--- src/rtl/multicycle_control_fsm.sv ---
// Control sequencer for a multicycle RV32I datapath: walks each instruction through
// fetch/decode/execute/writeback and drives the datapath muxes and write enables.
module multicycle_control_fsm #(
    parameter bit USE_MEM_READY = 1'b1
) (
    input  logic       clk,
    input  logic       rst_n,
    input  logic [6:0] op,
    input  logic       zero,
    input  logic       mem_ready,
    output logic       pc_write,
    output logic       adr_src,
    output logic       mem_write,
    output logic       ir_write,
    output logic [1:0] result_src,
    output logic [1:0] alu_src_a,
    output logic [1:0] alu_src_b,
    output logic [1:0] alu_op,
    output logic [1:0] imm_src,
    output logic       reg_write,
    output logic       illegal_op
);

    typedef enum logic [3:0] {
        S_FETCH    = 4'd0,
        S_DECODE   = 4'd1,
        S_MEMADR   = 4'd2,
        S_MEMREAD  = 4'd3,
        S_MEMWB    = 4'd4,
        S_MEMWRITE = 4'd5,
        S_EXECR    = 4'd6,
        S_EXECI    = 4'd7,
        S_ALUWB    = 4'd8,
        S_JAL      = 4'd9,
        S_BEQ      = 4'd10
    } state_t;

    localparam logic [6:0] OP_LW  = 7'b0000011;
    localparam logic [6:0] OP_SW  = 7'b0100011;
    localparam logic [6:0] OP_R   = 7'b0110011;
    localparam logic [6:0] OP_I   = 7'b0010011;
    localparam logic [6:0] OP_JAL = 7'b1101111;
    localparam logic [6:0] OP_BEQ = 7'b1100011;

    state_t state_q, state_d;
    logic   ready;
    logic   pc_write_d, mem_write_d, ir_write_d, reg_write_d, illegal_d;

    assign ready = USE_MEM_READY ? mem_ready : 1'b1;

    always_ff @(posedge clk or negedge rst_n) begin
        if (!rst_n) state_q <= S_FETCH;
        else        state_q <= state_d;
    end

    // Unreachable encodings fall through to the defaults: all outputs 0, next state FETCH.
    always_comb begin
        state_d     = state_q;
        pc_write_d  = 1'b0;
        adr_src     = 1'b0;
        mem_write_d = 1'b0;
        ir_write_d  = 1'b0;
        result_src  = 2'b00;
        alu_src_a   = 2'b00;
        alu_src_b   = 2'b00;
        alu_op      = 2'b00;
        reg_write_d = 1'b0;
        illegal_d   = 1'b0;
        case (state_q)
            S_FETCH: begin
                alu_src_b  = 2'b10;
                result_src = 2'b10;
                ir_write_d = ready;
                pc_write_d = ready;
                if (ready) state_d = S_DECODE;
            end
            S_DECODE: begin
                alu_src_a = 2'b01;
                alu_src_b = 2'b01;
                case (op)
                    OP_LW, OP_SW: state_d = S_MEMADR;
                    OP_R:         state_d = S_EXECR;
                    OP_I:         state_d = S_EXECI;
                    OP_JAL:       state_d = S_JAL;
                    OP_BEQ:       state_d = S_BEQ;
                    default: begin
                        state_d   = S_FETCH;
                        illegal_d = 1'b1;
                    end
                endcase
            end
            S_MEMADR: begin
                alu_src_a = 2'b10;
                alu_src_b = 2'b01;
                state_d   = (op == OP_LW) ? S_MEMREAD : S_MEMWRITE;
            end
            S_MEMREAD: begin
                adr_src = 1'b1;
                if (ready) state_d = S_MEMWB;
            end
            S_MEMWB: begin
                result_src  = 2'b01;
                reg_write_d = 1'b1;
                state_d     = S_FETCH;
            end
            S_MEMWRITE: begin
                adr_src     = 1'b1;
                mem_write_d = 1'b1;
                if (ready) state_d = S_FETCH;
            end
            S_EXECR: begin
                alu_src_a = 2'b10;
                alu_op    = 2'b10;
                state_d   = S_ALUWB;
            end
            S_EXECI: begin
                alu_src_a = 2'b10;
                alu_src_b = 2'b01;
                alu_op    = 2'b10;
                state_d   = S_ALUWB;
            end
            S_ALUWB: begin
                reg_write_d = 1'b1;
                state_d     = S_FETCH;
            end
            S_JAL: begin
                alu_src_a  = 2'b01;
                alu_src_b  = 2'b10;
                pc_write_d = 1'b1;
                state_d    = S_ALUWB;
            end
            S_BEQ: begin
                alu_src_a  = 2'b10;
                alu_op     = 2'b01;
                pc_write_d = zero;
                state_d    = S_FETCH;
            end
            default: state_d = S_FETCH;
        endcase
    end

    // Enables are masked by rst_n so they drop the moment reset asserts, not at the next edge.
    assign pc_write   = pc_write_d  & rst_n;
    assign mem_write  = mem_write_d & rst_n;
    assign ir_write   = ir_write_d  & rst_n;
    assign reg_write  = reg_write_d & rst_n;
    assign illegal_op = illegal_d   & rst_n;

    always_comb begin
        case (op)
            OP_SW:   imm_src = 2'b01;
            OP_BEQ:  imm_src = 2'b10;
            OP_JAL:  imm_src = 2'b11;
            default: imm_src = 2'b00;
        endcase
    end

endmodule

--- config.mk ---
export PLATFORM = sky130hd
export DESIGN_NAME = multicycle_control_fsm
export DESIGN_NICKNAME = d
export VERILOG_FILES = /design/src/rtl/multicycle_control_fsm.sv
export SDC_FILE = /design/constraint.sdc
export NUM_CORES = 1
export LEC_CHECK = 0
export BUFFER_PORTS_ARGS = -buffer_cell sky130_fd_sc_hd__clkbuf_2
export CAP_MARGIN = 40
export CORE_AREA = 2 2 39 41
export DETAILED_ROUTE_END_ITERATION = 10
export DIE_AREA = 0 0 41 43
export PLACE_DENSITY = 0.75
export SYNTH_ARGS = -nofsm -noshare
export SYNTH_HDL_FRONTEND = slang
export SYNTH_SLANG_ARGS = --single-unit
--- constraint.sdc ---
create_clock -name clk -period 1.3 [get_ports clk]
set_clock_uncertainty 0.1 [all_clocks]
set_input_delay 0.13 -clock clk [delete_from_list [all_inputs] [get_ports clk]]
set_output_delay 0.13 -clock clk [all_outputs]
set_load 0.01 [all_outputs]
==> out/qor.txt <==
Status: complete, but fails checks
Failing checks: negative setup slack
RD Place Congestion: 0.781
Syn_area_per_cell: 8.18 um^2
GRT Util Overall: 23.6%
Hpwl dp: 1230 um
CP Class: reg -> out
Total wire length: 1880 um
Seq/Total Area, Yosys: 17.2%
Critical Path Source: state_q[1]
Starting Density: 42.0%
Fin. max-slew vios: 0
Die X: 41 um
Cells after Synth: 71
First-pass GRT wire length: 2840 um
CP Capture Type: primary output
Reg clk slew, reported paths: 0.04 ns
Vias/cell: 5.35
Max incr delay on CP: 0.45 ns
CP startpoint kind: flop
Port bufs: 26
Most frequent cells in the layout: clkbuf_2 (19), buf_4 (12), buf_6 (8)
Reg2reg end: state_q[2]
Max FO, Critical Path: 5
Reg2reg start: state_q[1]
R2R Setup Slk: -0.28 ns
Yosys reg bits: 4
Syn-to-layout area delta: 68.5%
CTS tree: yes
Row cnt: 14
Pre-antenna DRT Iters: 4
Final #Nets: 129
Leak Pwr: 0.485 nW
Area leader, netlist: dfrtp_1
FF+latch area: 105 um^2
Largest net degree at the start of global routing: 14
Ys async rst share: 100%
Min Hold Slack: 0.0719 ns
Syn Nets: 82
Max reg flops: 4
Bufs on Longest Clock Path: 2
Starting DRT DRC Count: 13
Final setup margin: -0.370 ns
Post-DRT Antenna Nets: 0
Htree depth: 1
Die height: 43 um
FF-to-FF path depth: 7
Crit path max-delay cell type: dfrtp_2
# DRC: 0
Post-place setup slack: -0.0743 ns
Achievable Freq: 599 MHz
Largest registers: state_q x4
CP required: 1.07 ns
CTS Sinks: 4
Peak VDD IR: 0.000468 V
Vias in the first global route: 671
Tcrit/Tclk final: 128%
Setup TNS: -3.89 ns
Non-Filler Instances: 132
Initial antenna violation count: 0
Synth top area share: 17.2%
Area of the multi-input gates: 495 um^2
Cell Pwr Density: 581 mW/mm^2
Vias post-DR: 706
Filler Cell Count: 114
WL per Instance: 14.2 um
Num ports: 27
Ant diodes: 0
Share of cells above drive strength 1: 58.6%
Worst Setup EP: pc_write
Most common cell after layout, fill and taps aside: clkbuf_2
Ys flop type: dfrtp_1
Final Core Density: 70.7%
Final min period: 1.67 ns
Critical path data arrival time: 1.44 ns
Critical-path cell list: and2b_1 > a21o_1 > a21oi_2 > nor3b_2 > buf_2
Post-synth EDFFs: 0
Worst Hold Launch: op[0]
Final-report setup violation count: 17
RSZ-0062 raised after global routing: true
Clk Latency, worst-skew pair: 0.24 ns
Grt total ovfl: 0
Most flop-heavy register: state_q
Inst Count DP: 122
Post-synth design cell area: 581 um^2
YS warnings: 0
Worst-margin pin slew: 0.297 ns
Max-cap viol count: 0
Core Area: 0.00138 mm^2
Clk root buf: clkbuf_4
Synth area leaders: dfrtp_1 (17%), xnor2_1 (6.0%), buf_6 (3.9%)
Worst slew margin: 80.1%
Die ar.: 0.00176 mm^2
Netlist cell types: 43
Total CTS buffers: 3
Worst hold path class: in -> reg
Final Hold Vio Count: 0
## per-stage QoR
stage               power [mW]  area (um^2)
finish                   0.569          978
global route             0.604          978
CTS                      0.550          951
detailed placement       0.360          810
global placement         0.355          810
floorplan                0.266          594
## routing by layer
layer	up-vias	wire (um)	global-route usage, %	part of all wire (%)
met5	-	0	0	0
met4	0	12	5.33	0.64
met3	3	96	3.14	5.1
met2	25	1040	45.6	55
met1	321	726	24.0	39
li1	357	-	-	-
## cells by family (layout without fill, tap and decap cells)
logic type                after synthesis  in the layout  synth area share (%)
AOI/OAI and AO/OA                      17             17                  20.9
xor gates and xnor gates                5              5                  7.54
buffers and inverters                   6             51                  7.98
DFF                                     4              4                  17.2
muxes                                   1              1                  1.72
and+or+nand+nor                        38             38                  44.6
## Yosys cell counts, drive strengths merged, types with 2 or more instances
master and instances:
a21oi 4, nor3b 2, dfrtp 4, nand2b 2
nor4 2, and3 3, nor2 6, nand2 4
xnor2 4, o21ai 3, nand3b 2, buf 5
a21o 2, nor2b 2, nor4b 2, nor3 4
## worst min-delay path by stage
| stage | end | cells past startpoint |
|---|---|---|
| detailed placement | state_q[0] | 1 |
| CTS | state_q[0] | 3 |
| global route | state_q[0] | 3 |
| finish | state_q[0] | 3 |
| floorplan | state_q[0] | 0 |
| global placement | state_q[2] | 1 |
## final cells by class
| type | count | area share (%) |
|---|---|---|
| repair buffers | 47 | 33.6 |
| flip-flops and latches | 4 | 10.7 |
| multi-input cells | 61 | 50.6 |
| well taps | 16 | 2.05 |
| inverters | 1 | 0.639 |
| clock buffers | 3 | 2.30 |
## power by group
part / switching (mW) / internal, mW
Clock: 0.0573 / 0.104
Sequential: 0.00944 / 0.131
Combinational: 0.128 / 0.140
Total: 0.195 / 0.374
## critical path: cells and delay by family, from the launching register on
| kind | cells | cell delay (ns) |
|---|---|---|
| buffers and inverters | 1 | 0.13 |
| flip-flops | 1 | 0.45 |
| AND/OR/NAND/NOR | 2 | 0.27 |
| AO/OA/AOI/OAI | 2 | 0.36 |
## repair_timing
action | 4_1_cts | 5_1_grt
resized for setup | 17 | 14
pin swaps | 9 | 6
hold endpoints to repair | 4 | 0
setup endpoints to repair | 16 | 19
setup buffers | 6 | 1
hold buffers | 1 | 0
Power figures use the tool's default switching activity.
